File: config.mk
export PLATFORM = sky130hd
export DESIGN_NAME = uart_bus_master_flat
export DESIGN_NICKNAME = d
export VERILOG_FILES = /design/src/rtl/uart_bus_master_if.sv /design/src/rtl/uart_bus_master.sv /design/src/flat_wrapper.sv
export SDC_FILE = /design/constraint.sdc
export NUM_CORES = 1
export LEC_CHECK = 0
export ABC_AREA = 1
export BUFFER_PORTS_ARGS = -buffer_cell sky130_fd_sc_hd__buf_4
export CAP_MARGIN = 20
export CORE_MARGIN = 10
export CORE_UTILIZATION = 41
export DETAILED_ROUTE_END_ITERATION = 6
export SYNTH_ARGS = -nofsm -noshare
export SYNTH_HDL_FRONTEND = slang
export SYNTH_SLANG_ARGS = --single-unit
File: constraint.sdc
create_clock -name i_clk -period 3.9 [get_ports i_clk]
set_input_delay 0.195 -clock i_clk [delete_from_list [all_inputs] [get_ports i_clk]]
set_output_delay 0.195 -clock i_clk [all_outputs]
set_load 0.03 [all_outputs]
File: src/rtl/uart_bus_master_if.sv
// UART byte-stream and J1 I/O bus signals of uart_bus_master.
// master: the bridge itself; slave: the uart core plus the addressed peripheral.
interface uart_bus_master_if;
    logic [7:0]  rx_data;
    logic        rx_avail;
    logic        rx_ack;
    logic [7:0]  tx_data;
    logic        tx_wr;
    logic        tx_busy;
    logic        cs;
    logic [15:0] addr;
    logic        rd;
    logic        wr;
    logic [15:0] bus_dout;
    logic [15:0] bus_din;
    logic        cmd_err;
    logic        active;

    modport master (
        input  rx_data, rx_avail, tx_busy, bus_din,
        output rx_ack, tx_data, tx_wr, cs, addr, rd, wr, bus_dout, cmd_err, active
    );

    modport slave (
        output rx_data, rx_avail, tx_busy, bus_din,
        input  rx_ack, tx_data, tx_wr, cs, addr, rd, wr, bus_dout, cmd_err, active
    );
endinterface

File: src/rtl/uart_bus_master.sv
// UART command bridge onto the J1 I/O bus: 'W' AH AL DH DL writes, 'R' AH AL reads.
// Writes answer with ACK_BYTE; reads answer with the data word, high byte first.
module uart_bus_master #(
    parameter int unsigned RD_LAT         = 1,
    parameter int unsigned TIMEOUT_CYCLES = 1000000,
    parameter logic [7:0]  ACK_BYTE       = 8'h4B
) (
    input  logic              i_clk,
    input  logic              i_rst_n,
    uart_bus_master_if.master bus
);

    localparam int unsigned TMO_W = $clog2(TIMEOUT_CYCLES + 1);
    localparam int unsigned LAT_W = $clog2(RD_LAT + 1);
    localparam logic [7:0]  OP_WR = 8'h57;
    localparam logic [7:0]  OP_RD = 8'h52;

    typedef enum logic [3:0] {
        StIdle, StAHi, StALo, StDHi, StDLo, StBusWr, StBusRd, StRdWait, StSend, StTxGuard
    } state_e;

    state_e           r_state, w_next;
    logic             r_op_wr;
    logic             r_guard;
    logic [15:0]      r_addr;
    logic [15:0]      r_dout;
    logic [15:0]      r_txq;
    logic [1:0]       r_txcnt;
    logic [TMO_W-1:0] r_tmo;
    logic [LAT_W-1:0] r_lat;

    logic w_cmd_state, w_rx_state, w_accept, w_opc_ok, w_timeout, w_lat_done, w_tx_go;

    assign w_cmd_state = (r_state == StAHi) || (r_state == StALo) ||
                         (r_state == StDHi) || (r_state == StDLo);
    assign w_rx_state  = (r_state == StIdle) || w_cmd_state;
    // r_guard blocks the cycle after an ack, while the uart core is still dropping rx_avail
    assign w_accept    = w_rx_state && bus.rx_avail && !r_guard;
    assign w_opc_ok    = (bus.rx_data == OP_WR) || (bus.rx_data == OP_RD);
    assign w_timeout   = w_cmd_state && !w_accept && (r_tmo == TMO_W'(TIMEOUT_CYCLES - 1));
    assign w_lat_done  = (r_lat >= LAT_W'(RD_LAT));
    assign w_tx_go     = (r_state == StSend) && !bus.tx_busy;

    assign bus.addr     = r_addr;
    assign bus.bus_dout = r_dout;

    always_ff @(posedge i_clk or negedge i_rst_n) begin
        if (!i_rst_n) r_state <= StIdle;
        else          r_state <= w_next;
    end

    always_comb begin
        w_next = r_state;
        unique case (r_state)
            StIdle:    if (w_accept && w_opc_ok) w_next = StAHi;
            StAHi:     if (w_accept) w_next = StALo;
                       else if (w_timeout) w_next = StIdle;
            StALo:     if (w_accept) w_next = r_op_wr ? StDHi : StBusRd;
                       else if (w_timeout) w_next = StIdle;
            StDHi:     if (w_accept) w_next = StDLo;
                       else if (w_timeout) w_next = StIdle;
            StDLo:     if (w_accept) w_next = StBusWr;
                       else if (w_timeout) w_next = StIdle;
            StBusWr:   w_next = StSend;
            StBusRd:   w_next = StRdWait;
            StRdWait:  if (w_lat_done) w_next = StSend;
            StSend:    if (w_tx_go) w_next = StTxGuard;
            StTxGuard: w_next = (r_txcnt != 2'd0) ? StSend : StIdle;
            default:   w_next = StIdle;
        endcase
    end

    always_comb begin
        bus.cs      = 1'b0;
        bus.rd      = 1'b0;
        bus.wr      = 1'b0;
        bus.rx_ack  = w_accept;
        bus.tx_wr   = w_tx_go;
        bus.tx_data = 8'h00;
        bus.cmd_err = w_timeout;
        bus.active  = (r_state != StIdle);
        case (r_state)
            StIdle:  bus.cmd_err = w_accept && !w_opc_ok;
            StBusWr: begin
                bus.cs = 1'b1;
                bus.wr = 1'b1;
            end
            StBusRd: begin
                bus.cs = 1'b1;
                bus.rd = 1'b1;
            end
            StSend:  bus.tx_data = w_tx_go ? r_txq[15:8] : 8'h00;
            default: ;
        endcase
    end

    always_ff @(posedge i_clk or negedge i_rst_n) begin
        if (!i_rst_n) begin
            r_op_wr <= 1'b0;
            r_guard <= 1'b1;
            r_addr  <= '0;
            r_dout  <= '0;
            r_txq   <= '0;
            r_txcnt <= '0;
            r_tmo   <= '0;
            r_lat   <= '0;
        end else begin
            r_guard <= w_accept;
            if (w_accept)         r_tmo <= '0;
            else if (w_cmd_state) r_tmo <= r_tmo + TMO_W'(1);
            case (r_state)
                StIdle:  if (w_accept && w_opc_ok) r_op_wr <= (bus.rx_data == OP_WR);
                StAHi:   if (w_accept) r_addr[15:8] <= bus.rx_data;
                StALo:   if (w_accept) r_addr[7:0]  <= bus.rx_data;
                StDHi:   if (w_accept) r_dout[15:8] <= bus.rx_data;
                StDLo:   if (w_accept) r_dout[7:0]  <= bus.rx_data;
                StBusWr: begin
                    r_txq   <= {ACK_BYTE, 8'h00};
                    r_txcnt <= 2'd1;
                end
                StBusRd: begin
                    r_lat <= LAT_W'(1);
                    if (RD_LAT <= 1) r_txq <= bus.bus_din;
                end
                StRdWait: begin
                    if (!w_lat_done) begin
                        r_lat <= r_lat + LAT_W'(1);
                        if (r_lat + LAT_W'(1) == LAT_W'(RD_LAT)) r_txq <= bus.bus_din;
                    end else begin
                        r_txcnt <= 2'd2;
                    end
                end
                StSend: if (w_tx_go) begin
                    r_txq   <= {r_txq[7:0], 8'h00};
                    r_txcnt <= r_txcnt - 2'd1;
                end
                default: ;
            endcase
        end
    end

endmodule

File: src/flat_wrapper.sv
// flat-port wrapper written by rule: the top's interface ports become plain ports
module uart_bus_master_flat 
#(
    parameter int unsigned RD_LAT         = 1,
    parameter int unsigned TIMEOUT_CYCLES = 1000000,
    parameter logic [7:0]  ACK_BYTE       = 8'h4B
)
  (i_clk, i_rst_n, bus_rx_data, bus_rx_avail, bus_tx_busy, bus_bus_din, bus_rx_ack, bus_tx_data, bus_tx_wr, bus_cs, bus_addr, bus_rd, bus_wr, bus_bus_dout, bus_cmd_err, bus_active);
  uart_bus_master_if bus_i ();
  input  logic i_clk;
  input  logic i_rst_n;
  input wire logic [$bits(bus_i.rx_data)-1:0] bus_rx_data;
  input wire logic [$bits(bus_i.rx_avail)-1:0] bus_rx_avail;
  input wire logic [$bits(bus_i.tx_busy)-1:0] bus_tx_busy;
  input wire logic [$bits(bus_i.bus_din)-1:0] bus_bus_din;
  output wire logic [$bits(bus_i.rx_ack)-1:0] bus_rx_ack;
  output wire logic [$bits(bus_i.tx_data)-1:0] bus_tx_data;
  output wire logic [$bits(bus_i.tx_wr)-1:0] bus_tx_wr;
  output wire logic [$bits(bus_i.cs)-1:0] bus_cs;
  output wire logic [$bits(bus_i.addr)-1:0] bus_addr;
  output wire logic [$bits(bus_i.rd)-1:0] bus_rd;
  output wire logic [$bits(bus_i.wr)-1:0] bus_wr;
  output wire logic [$bits(bus_i.bus_dout)-1:0] bus_bus_dout;
  output wire logic [$bits(bus_i.cmd_err)-1:0] bus_cmd_err;
  output wire logic [$bits(bus_i.active)-1:0] bus_active;
  assign bus_i.rx_data = bus_rx_data;
  assign bus_i.rx_avail = bus_rx_avail;
  assign bus_i.tx_busy = bus_tx_busy;
  assign bus_i.bus_din = bus_bus_din;
  assign bus_rx_ack = bus_i.rx_ack;
  assign bus_tx_data = bus_i.tx_data;
  assign bus_tx_wr = bus_i.tx_wr;
  assign bus_cs = bus_i.cs;
  assign bus_addr = bus_i.addr;
  assign bus_rd = bus_i.rd;
  assign bus_wr = bus_i.wr;
  assign bus_bus_dout = bus_i.bus_dout;
  assign bus_cmd_err = bus_i.cmd_err;
  assign bus_active = bus_i.active;
  uart_bus_master #(.RD_LAT(RD_LAT), .TIMEOUT_CYCLES(TIMEOUT_CYCLES), .ACK_BYTE(ACK_BYTE)) u_core (.i_clk(i_clk), .i_rst_n(i_rst_n), .bus(bus_i));
endmodule
## Word level (Yosys, flattened, before mapping)

Index checks and enable logic that the tools add are counted.

- Add/sub/neg operators: 3
- Order comparisons: 1
- Equal/unequal tests: 17
- Multiplexer cells: 28
- Reduce and logical (&&, ||, !) cells: 33

Operators with widths:

| operator | count |
|---|---|
| case mux 16 bit (4 select lines) | 1 |
| two-way mux 16 bit | 3 |
| two-way mux 20 bit | 2 |
| case mux 4 bit (10 select lines) | 1 |
| two-way mux 4 bit | 9 |
| adder 20 x 1 -> 20 bit (second input constant) | 1 |
| equality test 20 bit (second input constant) | 1 |
| equality test 4 x 3 -> 1 bit (second input constant) | 4 |
| equality test 8 x 7 -> 1 bit (second input constant) | 2 |
| two-way mux 8 bit | 2 |
| AND reduction 2 bit | 6 |
| equality test 4 x 2 -> 1 bit (second input constant) | 2 |
| equality test 4 bit (second input constant) | 2 |
| nonzero test 4 bit | 2 |
| logical AND 1 bit | 7 |
| inequality test 2 x 1 -> 1 bit (second input constant) | 3 |
| case mux 2 bit (3 select lines) | 1 |
| AND reduction 3 bit | 2 |
| nonzero test 2 bit | 3 |
| logical OR 1 bit | 5 |
| two-way mux 1 bit | 5 |
| equality test 4 x 1 -> 1 bit (second input constant) | 1 |
| logical NOT 1 bit | 4 |
| logical NOT 4 bit | 1 |
| 10 further kinds | 12 |

- Flip-flop bits (word level): 77
- Input bits: 28
- Output and inout port bits: 47
- Word-level logic and storage cells: 93

## Depth between registers and ports, before layout

- Depth in word-level cells: 13
- Mapped depth: 12
- Mapped depth without buffers: 11

## Worst setup path before layout

Ideal clock, no wire load.

- Path type: register to output
- Start: register u_core.r_state[0]
- End: output bus_tx_data[0]
- Data arrival time: 1939 ps
- Required time: 3705 ps
- Slack: 1766 ps
- Cell stages (with the launch flop): 8
- Buffers on the path: 0
- Path through: dfrtp_1 > inv_2 > nand2_1 > nor2_2 > inv_2 > nor2_1 > inv_1 > nor2_1

- Word-level cells in the longest chain between the ends: 4

RTL lines:

| what | line | text |
|---|---|---|
| from (decl) | uart_bus_master.sv:22 | `state_e r_state, w_next;` |
| from (signal assigned) | uart_bus_master.sv:48 | `if (!i_rst_n) r_state <= StIdle;` |
| from (signal assigned) | uart_bus_master.sv:49 | `else r_state <= w_next;` |
| equality test 4 bit | uart_bus_master.sv:42 | `assign w_tx_go = (r_state == StSend) && !bus.tx_busy;` |
| logical AND 1 bit | uart_bus_master.sv:42 |  |
| via bus_tx_wr | flat_wrapper.sv:18 | `output wire logic [$bits(bus_i.tx_wr)-1:0] bus_tx_wr;` |
| two-way mux 8 bit | uart_bus_master.sv:92 | `StSend: bus.tx_data = w_tx_go ? r_txq[15:8] : 8'h00;` |
| two-way mux 8 bit | uart_bus_master.sv:82 | `case (r_state)` |
| to (decl) | flat_wrapper.sv:17 | `output wire logic [$bits(bus_i.tx_data)-1:0] bus_tx_data;` |

The timed path passes the listed nets, and every way through them passes these cells.

## Worst setup path after layout

- Start: register u_core.r_state[3]
- End: output bus_cmd_err

- Word-level cells in the longest chain between the ends: 11
- Elaborated cells between the ends (all ways): 16
- Those cells by class: eq/ne: 4; mux: 1; reduce/logical: 11

RTL lines:

| what | line | text |
|---|---|---|
| equality test 4 x 1 -> 1 bit or equality test 4 x 2 -> 1 bit (tied branches) | uart_bus_master.sv:34 | `assign w_cmd_state = (r_state == StAHi) \|\| (r_state == StALo) \|\|` |
| logical OR 1 bit (2 in a row) | uart_bus_master.sv:34 |  |
| logical OR 1 bit | uart_bus_master.sv:35 | `(r_state == StDHi) \|\| (r_state == StDLo);` |
| logical OR 1 bit | uart_bus_master.sv:36 | `assign w_rx_state = (r_state == StIdle) \|\| w_cmd_state;` |
| logical AND 1 bit (2 in a row) | uart_bus_master.sv:38 | `assign w_accept = w_rx_state && bus.rx_avail && !r_guard;` |
| logical NOT 1 bit | uart_bus_master.sv:40 | `assign w_timeout = w_cmd_state && !w_accept && (r_tmo == TMO_W'(TIMEOUT_CYCLES - 1));` |
| logical AND 1 bit (2 in a row) | uart_bus_master.sv:40 |  |
| two-way mux 1 bit (*) | uart_bus_master.sv:82 |  |
| to (decl) | flat_wrapper.sv:24 | `output wire logic [$bits(bus_i.cmd_err)-1:0] bus_cmd_err;` |

Every way passes the cells marked *; elsewhere a longest branch is shown, timed or not.

==> flow_metrics.env <==
export IMPL_globalplace_congestion=0.881
export IMPL_overflow=0
export IMPL_finalSetupViolCount=0
export IMPL_antenna_left=0
export IMPL_areaGrowthSynthToFinish_pct=20.9
export IMPL_p_per_area_mw_per_mm2=730
export IMPL_path_max_fanout=13
export IMPL_critPathCaptureType="output pin"
export IMPL_grt_first_pass_wirelength_mm=16.8
export IMPL_status="finished, violations left"
export IMPL_cts_tree="yes"
export IMPL_ys_seq_area_share_pct=49.0
export IMPL_drt_total_wl_mm=9.87
export IMPL_critPathLaunch="u_core.r_state[3]"
export IMPL_holdWs_ns=-0.0254
export IMPL_yosysTopAreaCell="dfrtp_1"
export IMPL_hold_path_class="in -> async"
export IMPL_syn_num_nets=512
export IMPL_ctsResizeCount=0
export IMPL_n_antenna_cell=0
export IMPL_drv_cap=0
export IMPL_path_class="reg -> out"
export IMPL_final_setup_tns_ns=0
export IMPL_clk_path_buf_depth=2
export IMPL_clock_skew_ns=0.00814
export IMPL_vdd_drop_max_mv=0.439
export IMPL_synth_top_area_share_pct=48.4
export IMPL_drt_pass1_iterations=4
export IMPL_ioPinCount=75
export IMPL_synth_edf_count=0
export IMPL_slew_violations=0
export IMPL_regArea_mm2=0.00193
export IMPL_period_minus_slack_ns=2.51
export IMPL_grt_max_degree=78
export IMPL_ys_types=31
export IMPL_final_common_cell="nand2_1"
export IMPL_max_freq_mhz=398
export IMPL_synthFlopType="dfrtp_1"
export IMPL_multi_input_area_mm2=0.00166
export IMPL_synthArstFlopShare_pct=100
export IMPL_reg2reg_from="u_core.r_state[3]"
export IMPL_cts_htree_levels=3
export IMPL_maxSlewHeadroom_pct=35.5
export IMPL_drive_gt1_share_pct=25.2
export IMPL_ys_seq_elements=77
export IMPL_layout_common_cells="nand2_1, dfrtp_1, buf_4"
export IMPL_die_height_um=118
export IMPL_required_ns=3.70
export IMPL_core_area_mm2=0.00928
export IMPL_netlist_area_mm2=0.00393
export IMPL_drtIter0Drc=222
export IMPL_rows=35
export IMPL_cts_setup_buffers=0
export IMPL_dieArea_mm2=0.0139
export IMPL_rsz0062_at_grt="no"
export IMPL_grt_antenna_before_repair=0
export IMPL_portBuffers=74
export IMPL_drc=0
export IMPL_synth_area_per_cell_um2=8.16
export IMPL_cts_root_buf="clkbuf_8"
export IMPL_critPathArrivalTime_ns=2.32
export IMPL_worst_pin_slew_ns=0.968
export IMPL_insertion_delay_ns=0.36
export IMPL_postCtsHoldBufs=0
export IMPL_num_nets_final=584
export IMPL_initial_utilization_pct=42.3
export IMPL_synth_area_top_cells="dfrtp_1, nand2_1, o21ai_0, inv_1, o21ai_2"
export IMPL_cts_buffers=9
export IMPL_critical_path_startpoint_type="register"
export IMPL_n_fill_cell=913
export IMPL_dieWidth_um=118
export IMPL_dp_hpwl_mm=7.37
export IMPL_grt_use_total_pct=14.4
export IMPL_violations="negative hold slack"
export IMPL_clock_sinks=77
export IMPL_hold_violations=18
export IMPL_leakagePower_nw=2.27
export IMPL_grt_pass1_vias=3368
export IMPL_fin_crit_sh_pct=64.4
export IMPL_num_vias=3378
export IMPL_syn_inst=482
export IMPL_drt_wirelength_per_cell_um=14.4
export IMPL_clk_pin_slew_ns=0.09
export IMPL_yosysWarnings=0
export IMPL_via_per_inst=4.91
synth_stat cells (all sizes together) (2+ instances only):
library cell and count:
nor3 12, o21ai 72, o31ai 2, a21oi 16, buf 9, nand4 13
inv 64, o211ai 5, dfrtp 76, nand2 118, nand3 30, clkbuf 4
nor2 53, ha 2
metrics by stage:
stage,utilization (%),worst slack (ns),instances,area [µm²],total power [W]
global route,51.2,1.20,688,4750,0.00373
finish,51.2,1.39,688,4750,0.00347
CTS,51.2,1.37,688,4750,0.00352
global placement,49.0,1.74,672,4550,0.00285
detailed placement,49.0,1.67,672,4550,0.00288
floorplan,-,1.77,482,3930,0.00240
worst max-delay path, cell delays in order, from the launching register on:
cell and delay, ns:
dfrtp_1 0.44, nor2_2 0.19, inv_2 0.10, o21ai_2 0.48, inv_2 0.13, nor2_2 0.17
nand2_1 0.14, o31ai_2 0.10, buf_4 0.20
flip-flops by register name, indices dropped and copies added (netlist names), 2 cells and up:
register / count
u_core.bus.bus_dout: 16
u_core.r_txcnt: 2
u_core.r_tmo: 20
u_core.bus.addr: 16
u_core.r_state: 4
u_core.r_txq: 16
logic make-up after synthesis:
| kind of cell | after synthesis | synth area share (%) |
|---|---|---|
| xor gates and xnor gates | 1 | 0.223 |
| buffers and inverters | 77 | 8.72 |
| adders and majority gates | 2 | 0.636 |
| DFF | 77 | 49.0 |
| and+or+nand+nor | 226 | 25.5 |
| AOI/OAI and AO/OA | 99 | 15.9 |
worst paths after layout:
kind	end	cells after the start	slack (ns)
worst max-delay path	bus_cmd_err	8	1.39
worst min-delay path	u_core.bus.addr[2]	1	-0.03
worst max register to register	u_core.r_txq[7]	9	1.64
worst min register to register	u_core.bus.addr[5]	2	0.49
max in group asynchronous	u_core.r_tmo[13]	1	3.28
min in group i_clk	u_core.r_txq[3]	3	0.07
report_power, final:
| group | switching [W] | total [W] | internal [W] |
|---|---|---|---|
| logic | 0.00110 | 0.00163 | 0.000533 |
| registers | 0.000150 | 0.00121 | 0.00106 |
| clock network | 0.000329 | 0.000633 | 0.000304 |
routing by layer:
metal | routed length [µm] | track usage, % | vias to the layer above
li1 | - | - | 1715
met1 | 4580 | 18.4 | 1584
met2 | 4760 | 23.3 | 71
met3 | 437 | 3.98 | 8
met4 | 89 | 3.71 | 0
met5 | 0 | 0 | -
area by class of cell:
cell class	count	share of cell area (%)
inverter	64	5.11
timing repair buffer	74	11.7
sequential	77	40.6
multi-input combinational	328	34.9
clock inverter	7	1.71
tap	129	3.40
clock buffer	9	2.61
Note: power is estimated with default switching activity, not from simulation.
